===== src/rtl/aes_mix_seq.sv =====
// Sequential MixColumns/InvMixColumns wrapper: feeds one column per cycle to a shared
// combinational aes_mix_columns unit. Optional pass-through via AES_MIX_SEQ_BYPASS_EN.
module aes_mix_seq #(
  parameter int NUM_COLS = 4
) (
  input  logic                     clk_i,
  input  logic                     rst_i,
`ifdef AES_MIX_SEQ_BYPASS_EN
  input  logic                     bypass_i,
`endif
  input  logic                     in_valid_i,
  output logic                     in_ready_o,
  input  logic [127:0]             state_i,
  input  logic                     fwd_ninv_i,
  output logic                     out_valid_o,
  input  logic                     out_ready_i,
  output logic [127:0]             state_o,
  output logic [31:0]              mc_col_o,
  output logic                     mc_fwd_ninv_o,
  input  logic [31:0]              mc_col_i,
  output logic                     busy_o
);

  typedef enum logic [1:0] {IDLE, RUN, DONE} fsm_t;

  fsm_t                       fsm;
  fsm_t                       fsm_next;
  logic                       accept;
  logic [1:0]                 cnt;
  logic [1:0]                 col_idx;
  logic                       fwd_p0;
  logic                       bypass_run;
  logic [NUM_COLS-1:0][31:0]  data_p0;

  // Column 0 lives in the top word, so the packed index runs opposite to the counter.
  assign col_idx       = ~cnt;
  assign state_o       = data_p0;
  assign mc_fwd_ninv_o = fwd_p0;

`ifdef AES_MIX_SEQ_BYPASS_EN
  logic bypass_p0;

  always_ff @(posedge clk_i) begin
    if (rst_i) begin
      bypass_p0 <= 1'b0;
    end else if (accept) begin
      bypass_p0 <= bypass_i;
    end
  end

  assign bypass_run = bypass_p0;
`else
  assign bypass_run = 1'b0;
`endif

  always_comb begin
    fsm_next    = fsm;
    accept      = 1'b0;
    in_ready_o  = 1'b0;
    out_valid_o = 1'b0;
    busy_o      = 1'b1;
    mc_col_o    = '0;
    case (fsm)
      IDLE: begin
        in_ready_o = 1'b1;
        busy_o     = 1'b0;
        accept     = in_valid_i;
        if (in_valid_i) fsm_next = RUN;
      end
      RUN: begin
        if (!bypass_run) mc_col_o = data_p0[col_idx];
        if (cnt == 2'd3) fsm_next = DONE;
      end
      DONE: begin
        out_valid_o = 1'b1;
        if (out_ready_i) fsm_next = IDLE;
      end
      default: fsm_next = IDLE;
    endcase
  end

  // Stage p0: captured state, rewritten in place one column per RUN cycle
  always_ff @(posedge clk_i) begin
    if (rst_i) begin
      fsm     <= IDLE;
      cnt     <= 2'd0;
      fwd_p0  <= 1'b1;
      data_p0 <= '0;
    end else begin
      fsm <= fsm_next;
      if (accept) begin
        data_p0 <= state_i;
        fwd_p0  <= fwd_ninv_i;
        cnt     <= 2'd0;
      end else if (fsm == RUN) begin
        if (!bypass_run) data_p0[col_idx] <= mc_col_i;
        cnt <= cnt + 2'd1;
      end
    end
  end

endmodule


===== config.mk =====
export PLATFORM = sky130hd
export DESIGN_NAME = aes_mix_seq
export DESIGN_NICKNAME = d
export VERILOG_FILES = /design/src/rtl/aes_mix_seq.sv
export SDC_FILE = /design/constraint.sdc
export NUM_CORES = 1
export LEC_CHECK = 0
export ABC_AREA = 1
export CORE_ASPECT_RATIO = 1.75
export CORE_MARGIN = 2
export CORE_UTILIZATION = 40
export CTS_CLUSTER_DIAMETER = 120
export DETAILED_ROUTE_END_ITERATION = 7
export GPL_ROUTABILITY_DRIVEN = 0
export GPL_TIMING_DRIVEN = 0
export PLACE_DENSITY = 0.81
export SLEW_MARGIN = 20
export SYNTH_ARGS = -nofsm -noshare
export SYNTH_HDL_FRONTEND = slang
export SYNTH_SLANG_ARGS = --single-unit

===== constraint.sdc =====
create_clock -name clk_i -period 2.3 [get_ports clk_i]
set_clock_uncertainty 0.15 [all_clocks]
set_input_delay 0.345 -clock clk_i [delete_from_list [all_inputs] [get_ports clk_i]]
set_output_delay 0.345 -clock clk_i [all_outputs]
set_load 0.005 [all_outputs]

; Yosys cells after proc, flatten, opt, wreduce, memory -nomap -nowiden
; Cells that the tools add are included.
[op_classes]
n_mux = 16
bitwise_logic = 1
n_lt_le_gt_ge = 2
n_addsub = 1
n_eq_ne = 6
reduce_logical = 5
[ops]
columns = operator, n
row1 = $mux W128, 2
row2 = $bwmux W128, 1
row3 = $mux W32, 3
row4 = $bmux W32 S2, 1
row5 = $demux W32 S2, 1
row6 = $mux W2, 3
row7 = $ne A2 B2 Y1 const B, 3
row8 = $pmux W2 S3, 1
row9 = $eq A2 B2 Y1 const B, 2
row10 = $mux W1, 4
row11 = $lt A2 B3 Y1 const B, 1
row12 = $reduce_and A3 Y1, 1
row13 = $add A2 B1 Y2 const B, 1
row14 = $eq A2 B1 Y1 const B, 1
row15 = $ge A2 B1 Y1 const B, 1
row16 = $logic_not A2 Y1, 1
row17 = $not A2 Y2, 1
row18 = $reduce_bool A2 Y1, 1
row19 = $reduce_or A2 Y1, 1
row20 = $logic_and A1 B1 Y1, 1
[word_totals]
wordCells = 38
out_inout_bits = 164
input_bits = 165
regBits = 133

; Logic depth before layout (Yosys ltp)
; Gate-level depths: netlist of the first run.
[logic_depth]
ltp_word = 8
depth_mapped = 12
mapped_depth_nobuf = 8

; Worst setup path after synthesis of the first run
; OpenSTA, ideal clock, no wires.
[synth_path]
path_type = flip-flop to flip-flop
start = reg cnt[0]
end = reg data_p0 (netlist bit state_o[97])
setup_ns = 0.112
arrival_ns = 2.075
n_path_buf = 4
path_stages_with_launch = 11
t_required_ns = 2.038
setup_slack_ns = -0.036
synth_period_minus_slack_ns = 2.336
cell_sequence = dfxtp_1 clkbuf_1 clkbuf_1 inv_1 ha_1 clkbuf_1 nand3_1 clkbuf_1 nand3b_1 nand2_1 nor2_1
[synth_via]
elab_chain_len = 8
word_cells_on_any_way = 9
classes_between = 2 x order compare / 5 x mux / 1 x bitwise / 1 x reduce/logical
[synth_rtl]
columns = item, line_no
row1 = start: declaration, 29  ; logic [1:0] cnt;
row2 = start signal: assignment, 97  ; cnt <= cnt + 2'd1;
row3 = $not A2 Y2 *, 36  ; assign col_idx = ~cnt;
row4 = via col_idx[0], 30  ; logic [1:0] col_idx;
row5 = $lt A2 B3 Y1 (implied by the code) or $ge A2 B1 Y1 (tied branches), 96  ; if (!bypass_run) data_p0[col_idx] <= mc_col_i;
row6 = $logic_and A1 B1 Y1 (implied by the code), 96
row7 = $mux W32 (implied by the code), 96
row8 = $demux W32 S2 *, 96
row9 = $bwmux W128 *, 96
row10 = $mux W128 *, 95  ; end else if (fsm == RUN) begin
row11 = $mux W128 *, 91  ; if (accept) begin
row12 = end signal: assignment, 92  ; data_p0 <= state_i;
row13 = end signal: indexed assignment, 96
row14 = end: declaration, 33  ; logic [NUM_COLS-1:0][31:0] data_p0;
; The timed path passes the listed nets; every way through them passes the cells marked *. The select of a mux whose other input is x is not followed.
; A chain may end at the register's enable or synchronous reset.

; Final worst setup path of the first run
[layout_path]
start = reg cnt[0]
end = out mc_col_o[22]
[layout_via]
elab_chain_len = 4
[layout_rtl]
columns = item, line_no
row1 = $not A2 Y2, 36
row2 = $bmux W32 S2, 71  ; if (!bypass_run) mc_col_o = data_p0[col_idx];
row3 = $mux W32 (implied by the code), 71
row4 = $mux W32, 63  ; case (fsm)
row5 = end: declaration, 18  ; output logic [31:0] mc_col_o,
; No other way between the ends. The select of a mux whose other input is x is not followed.

==> results of run 1 <==
-- state kept, by name, indices dropped and copies added, names as in the netlist --
register / cells
mc_fwd_ninv_o: 1
cnt: 2
state_o: 128
fsm: 2
-- power by group through the flow --
stage	registers (W)	clock network [W]	logic (W)
after global placement	0.00275	0	0.00242
after CTS	0.00270	0.00295	0.00251
after global routing	0.00273	0.00304	0.00282
final	0.00272	0.00300	0.00265
after floorplan	0.00271	0	0.00117
after detailed placement	0.00275	0	0.00245
-- stage by stage --
step / area [sq um] / setup TNS [ns] / std cells
2_1_floorplan: 9060 / 0 / 1594
3_3_place_gp: 12700 / -98.96 / 2217
3_5_place_dp: 12700 / -102.59 / 2217
4_1_cts: 13600 / -0.469 / 2248
5_1_grt: 13800 / -1.09 / 2269
6_report: 13800 / -0.832 / 2270
-- layout make-up --
type	instances	area share
buffer	115	0.0560
sequential	133	0.194
multi-input combinational	1148	0.378
clock inverter	12	0.0131
tap	296	0.0269
inverter	194	0.0536
timing repair buffer	349	0.246
antenna	4	0.000727
clock buffer	19	0.0322
-- path summary, 6_finish.rpt --
| path | end | slack, ns | cells past startpoint |
|---|---|---|---|
| hold reg to reg | mc_fwd_ninv_o | 0.33 | 2 |
| hold / removal | mc_fwd_ninv_o | 0.33 | 2 |
| setup / recovery | mc_col_o[22] | -0.09 | 6 |
| setup reg to reg | state_o[41] | 0.07 | 9 |
-- cells in the mapped netlist --
library cell / n / area (sq um)
sky130_fd_sc_hd__nand2_1: 483 / 1810
sky130_fd_sc_hd__nor2_1: 334 / 1250
sky130_fd_sc_hd__inv_1: 191 / 717
sky130_fd_sc_hd__nand3_1: 159 / 796
sky130_fd_sc_hd__dfxtp_1: 133 / 2660
sky130_fd_sc_hd__clkbuf_1: 64 / 240
sky130_fd_sc_hd__nand3b_1: 64 / 480
sky130_fd_sc_hd__o211ai_1: 64 / 480
sky130_fd_sc_hd__a21oi_1: 34 / 170
sky130_fd_sc_hd__buf_2: 26 / 130
sky130_fd_sc_hd__buf_1: 14 / 52.6
sky130_fd_sc_hd__buf_4: 8 / 60.1
sky130_fd_sc_hd__buf_6: 7 / 78.8
sky130_fd_sc_hd__ha_1: 5 / 62.6
sky130_fd_sc_hd__inv_2: 2 / 7.51
sky130_fd_sc_hd__nand2_2: 2 / 12.5
sky130_fd_sc_hd__clkinv_1: 1 / 3.75
sky130_fd_sc_hd__nor2_8: 1 / 20.0
sky130_fd_sc_hd__o21a_1: 1 / 7.51
sky130_fd_sc_hd__xor2_1: 1 / 8.76
-- worst max-delay path, stage by stage (launching register included) --
cell and delay [ns]:
sky130_fd_sc_hd__dfxtp_4 0.41, sky130_fd_sc_hd__buf_6 0.12, sky130_fd_sc_hd__buf_8 0.13, sky130_fd_sc_hd__clkbuf_4 0.22, sky130_fd_sc_hd__o211ai_1 0.14, sky130_fd_sc_hd__a21oi_1 0.18, sky130_fd_sc_hd__clkdlybuf4s15_1 0.25
-- cell families after synthesis --
logic type      after synthesis  share of synthesized area
fa+ha+maj                     5                    0.00691
simple gates               1043                      0.483
buf+inv                     313                      0.142
compound gates               99                     0.0727
xor+xnor                      1                   0.000967
flops                       133                      0.294
-- layer usage --
| metal | track usage | wire (microns) | up-vias |
|---|---|---|---|
| li1 | - | - | 5628 |
| met1 | 0.401 | 15200 | 5441 |
| met2 | 0.610 | 21500 | 1028 |
| met3 | 0.0666 | 4880 | 308 |
| met4 | 0.292 | 4420 | 0 |
| met5 | 0 | 0 | - |
-- repair_timing --
action / CTS / global route
cloned: 0 / 4
endpoints found under the setup margin: 129 / 111
hold endpoints to repair: 0 / 0
hold buffers: 0 / 0
pin swaps: 38 / 39
gates resized for setup: 158 / 69
setup buffers: 3 / 15
==> results.txt, run 1 <==
- The final max-slew violation count came to 0.
* Detailed placement HPWL: between 30000 and 40000 microns
- After synthesis the netlist holds a flip-flop and latch count of about 130.
* Portion of total power attributed to sequential cells: 0.325
- Power density over the cells: between 600 and 700 mW/mm^2
- Setup violators final: 17
- Routed wire per std cell: around 20 microns
- The area growth from synthesis to layout is 52.0%.
- Clk pin slew, worst setup/hold paths: 0.06 ns
- Across the VDD grid, the largest voltage drop is 0.541 mV.
- At the later pin of the worst-skew pair, clock insertion delay measures around 0.43 ns.
- Of the total power, the share spent switching nets is 0.328.
* Source of the critical timing path: cnt[0]
- After detailed routing, the total wire length is between 40000 and 50000 microns.
- The checks that failed: setup timing.
- Counting I/O delays and the setup requirement, the final critical path takes about 2.4 ns.
- In the global route stage, overall resource usage came out at 0.364.
- Outcome: finished with violations
- Number of buffers inserted during clock tree synthesis: 17
- Share of cells above drive strength 1: 0.0919
- Worst Hold Launch: mc_fwd_ninv_o
- CTS placed an instance of sky130_fd_sc_hd__clkbuf_16 at the clock tree root.
* Post-layout nets: 2128
* Critical path fanouts, max: 10
- The die covers between 0.02 and 0.025 sq mm.
- Setup slack after placement: -1.33 ns
- Headroom to the max-slew limit: 0.545
- Setup crit end kind: output port
- The synthesized netlist contains 20 unique library cells.
* H-Tree Depth: 4
- The internal power of the cells totals between 0.005 and 0.006 W.
- The detailed router placed 12.4k vias in this run.
- Counting every instance in the synthesized netlist gives roughly 1.6k.
- Area of the multi-input gates: between 0.005 and 0.006 sq mm
* Aggregate global routing overflow: 0
- Hold Vio Cnt, Final: 0
- Leading cell type in the layout, fill and taps excluded: sky130_fd_sc_hd__nand2_1
* Ratio of routed vias to standard cells: approximately 5.5
- Ports: between 300 and 400
- Startpoint class of the critical path: register
* Area used by sequential logic in the layout: 0.00267 sq mm
- After synthesis the cells add up to 0.00906 sq mm.
* Post-detailed-route DRC marker count: 0
- Layout Utilization: 0.621
- Post-Syn Nets: ~1.8k
* Clock Sinks: 133
- Data on the critical path is required at its endpoint by 1.80 ns.
- The share of total power dissipated in combinational logic is 0.316.
- Yosys printed 0 warnings.
- Number of antenna violations at the first check in global routing: 4
- Share of synthesized area occupied by flip-flops and latches: 0.294
- Total net switching power: roughly 0.0027 W
- Achievable Freq: 0.418 GHz
* Most used cells in the layout excluding fill and tap cells: sky130_fd_sc_hd__nand2_1 (480), sky130_fd_sc_hd__nor2_1 (334), sky130_fd_sc_hd__clkdlybuf4s50_1 (295), sky130_fd_sc_hd__inv_1 (190), sky130_fd_sc_hd__nand3_1 (156)
- Vias in the first global route: 11.5k
* Power share of the clock group: 0.359
- Smallest hold slack: ~0.33 ns
* Worst R2R Start: cnt[0]
- The region available for standard cell placement spans roughly 0.022 sq mm.
- Maxcap violations: 0
* Global-route wire length before repair: between 60000 and 70000 microns
- Clock tree from TritonCTS: built
- Input and output buffers added on the ports amount to roughly 330.
- The design draws roughly 0.0084 W.
- In this run the deepest clock path goes through 2 buffers.
- The analysis attributes to cell leakage a power of between 6 and 7 nW.
* Initial DRC count: approximately 1.7k
- Die X: 118 microns
- The min-delay analysis places its worst path in the category register to register.
- Category of the most critical setup path: register to output port
* Slew @ Worst Pin: about 0.68 ns
* DRT antenna net count: 0
* Number of iterations in the first detailed-routing pass: 5
- Setup repair after global routing could not meet its margin everywhere.
* Fill cell count: 2121
- The floorplan has 72 rows.
- Data arrives at the worst endpoint at between 1.5 and 2 ns.
- Per-instance average area after synthesis: about 5.7 sq um
- In this run the vertical extent of the chip is just over 200 microns.
- Once routing completed, OpenROAD measured the worst setup slack at -0.0926 ns.
* Maximum number of pins on one net before global-route repair: 20
* Tcrit/Tclk final: 1.04
- Starting utilization of the core area: 0.409
Power figures use the tool's default switching activity.
==> run 2: changes to the inputs <==
--- a/config.mk
+++ b/config.mk
@@ -5,15 +5,15 @@
 export SDC_FILE = /design/constraint.sdc
 export NUM_CORES = 1
 export LEC_CHECK = 0
-export ABC_AREA = 1
+export ABC_AREA = 0
 export CORE_ASPECT_RATIO = 1.75
 export CORE_MARGIN = 2
-export CORE_UTILIZATION = 40
+export CORE_UTILIZATION = 38
 export CTS_CLUSTER_DIAMETER = 120
 export DETAILED_ROUTE_END_ITERATION = 7
 export GPL_ROUTABILITY_DRIVEN = 0
 export GPL_TIMING_DRIVEN = 0
-export PLACE_DENSITY = 0.81
+export PLACE_DENSITY = 0.83
 export SLEW_MARGIN = 20
 export SYNTH_ARGS = -nofsm -noshare
 export SYNTH_HDL_FRONTEND = slang
==> constraint.sdc (replaced) <==
create_clock -name clk_i -period 2.3 [get_ports clk_i]
set_clock_uncertainty 0.15 [all_clocks]
set_input_delay 0.46 -clock clk_i [delete_from_list [all_inputs] [get_ports clk_i]]
set_output_delay 0.46 -clock clk_i [all_outputs]
set_load 0.005 [all_outputs]
==> run 2 against run 1 <==
Effect of this change:
- wire length down 21%
- combinational power down 23%
- the run still ends with setup timing left
- area after synthesis down 21%
- total power down 10%
- via count down 28%
- cell count down 40%
- non-clock buffer count down 14
- core utilization up 2.0 points
- first-iteration DRC count down 56%
- count of clock-buffer cells in the layout up 2
- register-to-register slack worse by 0.04 ns
==> results.txt, run 2 <==
* Outcome: finished with violations
- The checks that failed: setup timing.
* Worst-skew pair later-pin latency: between 0.4 and 0.5 ns
- Starting utilization of the core area: 0.386
- The die is ~110 microns wide.
- Min-Delay Path Class: register to register
- Of the total power, the share spent switching nets is 0.285.
- For this run, the share of the core covered by cells in the final layout is 0.641.
- The net count of the finished layout is about 1.3k.
- The H-tree was split into 4 levels.
* Die Outline Area: between 0.015 and 0.02 sq mm
- Counting the buffers created by CTS gives 17.
* Area added between synthesis and finish: 66.2%
* Prevailing post-synth register cell: sky130_fd_sc_hd__dfxtp_1
- Leak: 4.22 nW
- For this design the ratio of total power to cell area is ~630 mW/mm^2.
- Flip-flop count of the largest register, all copies and words added: approximately 130
- Summing every instance area after synthesis gives 0.00713 sq mm.
- Post-Syn Nets: ~920
- Combined global-route utilization of all metal layers: 0.353
* Category of the most critical setup path: register to output port
- Global-route wire length before repair: 52600 microns
- STA classifies the critical path endpoint as an output port.
* Maximum number of pins on one net before global-route repair: 17
* Fin crit period: ~2.6 ns
- Ports: between 300 and 400
- Wire length after detailed routing: ~36000 microns
- Setup repair after global routing missed its margin: true
* Setup violators final: 32
- Clock Sinks: between 100 and 150
- Counting every instance in the synthesized netlist gives 751.
* Number of vias in the routed layout: about 9k
- Derived from the worst setup path, the maximum achievable clock frequency is just under 0.4 GHz.
- Tcrit/Tclk final: 1.11
* Slowest stage cell on the critical path: sky130_fd_sc_hd__mux4_2
- Walking the worst path, the cells encountered are buf_12 > buf_12 > buf_8 > mux4_2 > and3_4 > buf_6.
- In the routed design, unresolved DRC markers number 0.
- Summed over all layers, the global routing overflow is 0.
* Share of synthesized area occupied by flip-flops and latches: 0.373
- Of all flip-flops after synthesis, the portion carrying an async set or reset was 0.
- Of the total power, registers draw 0.364.
- Smallest hold slack: 0.343 ns
- Most used cells in the layout excluding fill and tap cells: sky130_fd_sc_hd__clkdlybuf4s50_1 (294), sky130_fd_sc_hd__a21oi_1 (129), sky130_fd_sc_hd__dfxtp_1 (129), sky130_fd_sc_hd__a211oi_1 (97), sky130_fd_sc_hd__o22ai_1 (96)
- After synthesis, the netlist uses 27 different library cells.
- Worst setup slack after layout: -0.260 ns
- Across the VDD grid, the largest voltage drop is 0.434 mV.
* Crit path DAT: 1.95 ns
- Combinational cell fraction of total power: 0.270
- STA classifies the critical path startpoint as a register.
- Before antenna repair, the detailed router went through 7 iterations.
- Initial DRC count: 758
- DRT antenna net count: 0
* Count of standard-cell rows: 66
- For this run, the slowest stage of the critical path takes 0.49 ns.
* Vias in the first global route: between 8k and 9k
- Across the run, the number of max-cap violations was 0.
* Routed wire per std cell: approximately 27 microns
- For this design, the CTS-stage hold fixing added 0 buffers.
* Final non-filler cell total: between 1k and 1.5k
- Most numerous cell on the critical path: sky130_fd_sc_hd__buf_12
- Number of instances in the placed design: 1316
- The final-report hold violation count was 0.
- Share of cells above drive strength 1: 0.224
* Total net switching power: between 0.002 and 0.0025 W
- Buffer cell driving the clock tree root: sky130_fd_sc_hd__clkbuf_16
- Headroom to the max-slew limit: 0.442
* Power share of the clock group: 0.366
- TritonCTS built the clock tree.
- Count of input and output buffers: about 330
- After clock tree synthesis, the clock-pin slew on the worst setup and hold paths is ~0.06 ns.
- Number of antenna violations at the first check in global routing: 1
- Setup slack after placement: -0.654 ns
- Yosys mapped a number of flops with a built-in enable equal to 0.
- The internal power of the cells totals 0.00537 W.
* Slew @ Worst Pin: approximately 0.84 ns
- For this run, the number of Yosys warnings is 0.
* Worst-case clock buffer depth: 2
- At the worst endpoint, the required time is 1.69 ns.
- Adding up every negative setup slack in the final design gives -7.16 ns.
* Detailed placement HPWL: 26400 microns
- Ratio of routed vias to standard cells: ~6.5
* Dominant delay contributor by cell family on the critical path: buffers and inverters
- Vertical extent of the die: around 190 microns
* Area leader, netlist: sky130_fd_sc_hd__dfxtp_1
- The share of synthesized area in the top cell type comes to 0.373.
* Most frequent cell after synthesis: sky130_fd_sc_hd__dfxtp_1
- Per-instance average area after synthesis: approximately 9.5 sq um
- Leading cell type in the layout, fill and taps excluded: sky130_fd_sc_hd__clkdlybuf4s50_1
- Yosys attributes the largest share of cell area to sky130_fd_sc_hd__dfxtp_1 (37%), sky130_fd_sc_hd__a211oi_1 (10%), sky130_fd_sc_hd__mux4_2 (10%).
- Synthesis-stage register bit count: roughly 130
- Number of buffers and inverters on the critical path: 4
* Final Max Slew Viols: 0
- Most numerous cell types in the synthesized netlist: sky130_fd_sc_hd__dfxtp_1 (133), sky130_fd_sc_hd__a21oi_1 (131), sky130_fd_sc_hd__a211oi_1 (97), sky130_fd_sc_hd__o22ai_1 (96), sky130_fd_sc_hd__clkbuf_1 (48)
* Critical path fanouts, max: 7
- Standard cell core area: between 0.015 and 0.02 sq mm
[run 2: cell types whose count changed in the layout (fill, tap and decap cells not counted), sizes merged, moves of 21 or more]
cell,previous run,this run
a211oi,0,97
a21oi,34,131
a311oi,0,32
and3,0,32
buf,90,111
clkbuf,93,65
inv,193,5
mux4,0,32
nand2,485,39
nand3,159,35
nand3b,64,1
nor2,335,1
o211ai,64,0
o22ai,0,96
[run 2: worst paths after layout]
path                  from       endpoint  slack (ns)  cells past startpoint
max                 cnt[0]   mc_col_o[30]       -0.26                      6
min          mc_fwd_ninv_o  mc_fwd_ninv_o        0.34                      2
max reg2reg         cnt[0]   state_o[120]        0.03                     10
min reg2reg  mc_fwd_ninv_o  mc_fwd_ninv_o        0.34                      2
[run 2: worst min-delay path, stage by stage, from the launching register on]
cell	delay, ns
sky130_fd_sc_hd__dfxtp_1	0.31
sky130_fd_sc_hd__nand2_1	0.06
sky130_fd_sc_hd__nand3b_1	0.07
[run 2: stage by stage]
step | cell area, sq um | total power (W)
floorplan | 7130 | 0.00352
global placement | 10700 | 0.00457
detailed placement | 10700 | 0.00461
CTS | 11800 | 0.00744
global route | 11900 | 0.00772
finish | 11900 | 0.00751
[run 2: routing by layer]
metal  global-route usage  vias to the layer above  wire [microns]
met4                0.219                        0            2450
li1                     -                     3720               -
met3               0.0704                      190            3120
met1                0.391                     4243           12500
met5                    0                        -               0
met2                0.610                      727           18400
[run 2: kinds of logic (layout without fill, tap and decap cells)]
group                    after synthesis  in the layout  share of synthesized area
flip-flops                           133            133                      0.373
other                                  0              1                          0
buffers and inverters                106            486                     0.0824
multiplexers                          36             36                      0.108
adder cells (fa/ha/maj)                5              5                    0.00877
AO/OA/AOI/OAI                        357            357                      0.346
AND/OR/NAND/NOR                      114            114                     0.0821
[run 2: cell type report]
class,count,area [sq um]
well taps,238,298
clock inverters,11,126
diodes,1,2.50
inverters,4,15.0
clock buffers,21,460
flip-flops and latches,133,2670
repair buffers,348,3530
fillers,1502,6640
plain buffers,102,749
multi-input cells,512,4010
[run 2: timing repair]
| action | 4_1_cts | 5_1_grt |
|---|---|---|
| buffers inserted | 19 | 1 |
| setup endpoints to repair | 129 | 104 |
| gates resized for setup | 240 | 30 |
| pin swaps | 31 | 0 |
| cloned | 2 | 0 |
[run 2: power by group through the flow]
stage | clock (W) | combinational (W) | sequential, W
after CTS | 0.00275 | 0.00198 | 0.00272
final | 0.00275 | 0.00203 | 0.00273
after floorplan | 0 | 0.000803 | 0.00272
after global placement | 0 | 0.00182 | 0.00275
after global routing | 0.00284 | 0.00214 | 0.00274
after detailed placement | 0 | 0.00185 | 0.00276
==> run 3: changes to the inputs <==
--- a/config.mk
+++ b/config.mk
@@ -6,13 +6,12 @@
 export NUM_CORES = 1
 export LEC_CHECK = 0
 export ABC_AREA = 0
-export CORE_ASPECT_RATIO = 1.75
+export CORE_ASPECT_RATIO = 0.7
 export CORE_MARGIN = 2
 export CORE_UTILIZATION = 38
 export CTS_CLUSTER_DIAMETER = 120
 export DETAILED_ROUTE_END_ITERATION = 7
 export GPL_ROUTABILITY_DRIVEN = 0
-export GPL_TIMING_DRIVEN = 0
 export PLACE_DENSITY = 0.83
 export SLEW_MARGIN = 20
 export SYNTH_ARGS = -nofsm -noshare
==> run 3 against run 2 <==
Effect of this change:
- the run still ends with setup timing left
- wire length down 14%
- cell count down 3.4%
- worst hold slack worse by 0.017 ns
- largest cell class unchanged
==> results.txt, run 3 (synthesis gave the netlist of run 2 again) <==
- The worst path in the final design needs a cycle of roughly 2.5 ns, including I/O delays and setup.
* Worst EP required: about 1.7 ns
- The tree is rooted in a sky130_fd_sc_hd__clkbuf_16.
- The routed layout has between 8k and 9k vias.
- Setup repair after global routing could not meet its margin everywhere.
- Most Used Layer, Global Route: met2
- Setup violators final: 32
- In the final design database the tool counted roughly 1.2k nets.
* Layout Utilization: 0.644
* Most used cells in the layout excluding fill and tap cells: sky130_fd_sc_hd__clkdlybuf4s50_1 (294), sky130_fd_sc_hd__a21oi_1 (131), sky130_fd_sc_hd__dfxtp_1 (129), sky130_fd_sc_hd__a211oi_1 (97), sky130_fd_sc_hd__o22ai_1 (96)
- Tcrit/Tclk final: 1.10
- Leading cell type in the layout, fill and taps excluded: sky130_fd_sc_hd__clkdlybuf4s50_1
- At the worst endpoint, the arrival time is slightly below 2 ns.
- Share of cells above drive strength 1: 0.218
- Maximum vdd ir drop: 0.484 mV
* Number of iterations in the first detailed-routing pass: 5
- Count of standard-cell rows: slightly above 40
- Overall power consumption after layout is estimated at 0.00761 W.
* Routed wire per std cell: approximately 24 microns
- Clock latency on the worst-skew pair, taken at its later pin, is slightly above 0.4 ns.
- DRT antenna net count: 0
- Clock Sinks: around 130
* Initial DRC count: ~1.1k
- Startpoint class of the critical path: register
* Violations in the final reports: setup timing
* Post-detailed-route DRC marker count: 0
- The run finished, with violations left.
* Setup crit end kind: output port
- Clk pin slew, worst setup/hold paths: 0.05 ns
* Wire length after detailed routing: between 30000 and 40000 microns
* Slew @ Worst Pin: 0.429 ns
* Vias in the first global route: approximately 8k
* Count of input and output buffers: 328
* Leak: roughly 4.2 nW
- The die covers around 0.020 sq mm.
* Maxcap violations: 0
- Across every metal layer, demand over resource in global routing totals 0.305.
- After routing, the total negative slack on setup checks comes to -4.70 ns.
- Category of the most critical setup path: register to output port
- In this run the deepest clock path goes through 2 buffers.
- Starting utilization of the core area: 0.392
- Critical path fanouts, max: 7
- Vertical extent of the die: about 120 microns
- The region available for standard cell placement spans roughly 0.018 sq mm.
* Flip-flop count of the largest register, all copies and words added: between 100 and 150
* Worst setup slack after layout: -0.237 ns
* Grt met3 use: 0.0831
- Timing would allow up to 0.394 GHz.
- Counting the buffers created by CTS gives 17.
- Post-CTS Hold Buffers: 0
- Ratio of routed vias to standard cells: 6.21
- Fraction of met2 tracks used by global routing: 0.501
* Min-Delay Path Class: register to register
- Headroom to the max-slew limit: 0.714
* Clock tree from TritonCTS: built
- Ports: ~330
- Maximum number of pins on one net before global-route repair: 69
- Fill cell count: between 1k and 1.5k
* Smallest hold slack: between 0.3 and 0.4 ns
- Number of antenna violations at the first check in global routing: 2
* Aggregate global routing overflow: 0
- Power density over the cells: about 650 mW/mm^2
- The HPWL after detailed placement is 21300 microns.
- Hold Vio Cnt, Final: 0
- Area added between synthesis and finish: 64.5%
* Global-route wire length before repair: ~47000 microns
- Die X: ~170 microns
- The final max-slew violation count is 0.
* H-Tree Depth: 4
* Met1 usage: 0.384
- For flop-to-flop paths, the worst setup slack is 0.10 ns.
run 3: final cells by class:
type                            instances  area, sq um  share of cell area
Timing Repair Buffer                  405         4120               0.351
Clock inverter                         10          144              0.0123
Multi-Input combinational cell        512         3990               0.340
Inverter                                4         20.0             0.00171
Sequential cell                       133         2670               0.228
Antenna cell                            1         2.50            0.000213
Clock buffer                           22          494              0.0421
Tap cell                              236          295              0.0252
run 3: timing repair:
item | in CTS | in global routing
gates cloned | 3 | 0
gates resized for setup | 181 | 11
endpoints found under the setup margin | 33 | 110
buffers inserted | 24 | 0
pin swaps | 26 | 0
run 3: power by group:
group,total [W],switching [W],leakage (nW),internal [W]
Clock,0.00293,0.00107,0.305,0.00186
Sequential,0.00272,0.000201,1.10,0.00252
Combinational,0.00195,0.000786,2.80,0.00117
run 3: per-layer routing:
metal,vias up,share of wire
met5,-,0
met4,0,0.031
met3,81,0.097
met2,580,0.47
met1,3913,0.40
li1,3646,-
run 3: worst paths after layout:
| check | startpoint | end | cells past startpoint |
|---|---|---|---|
| max reg2reg | cnt[0] | state_o[18] | 8 |
| min reg2reg | mc_fwd_ninv_o | mc_fwd_ninv_o | 2 |
| min | mc_fwd_ninv_o | mc_fwd_ninv_o | 2 |
| max | cnt[0] | mc_col_o[24] | 6 |
run 3: metrics by stage:
stage | setup WS (ns) | cells | cell area, sq um
global route | -0.301 | 1323 | 11700
detailed placement | -0.0636 | 1266 | 10700
floorplan | 0.203 | 751 | 7130
finish | -0.237 | 1323 | 11700
global placement | -0.0161 | 1266 | 10700
CTS | -0.246 | 1325 | 11800
run 3: critical path: stages, from the launching register on:
cell and delay (ns):
sky130_fd_sc_hd__dfxtp_4 0.37, sky130_fd_sc_hd__buf_12 0.12, sky130_fd_sc_hd__buf_12 0.14, sky130_fd_sc_hd__buf_8 0.11, sky130_fd_sc_hd__mux4_2 0.50, sky130_fd_sc_hd__and3_4 0.17, sky130_fd_sc_hd__buf_6 0.11
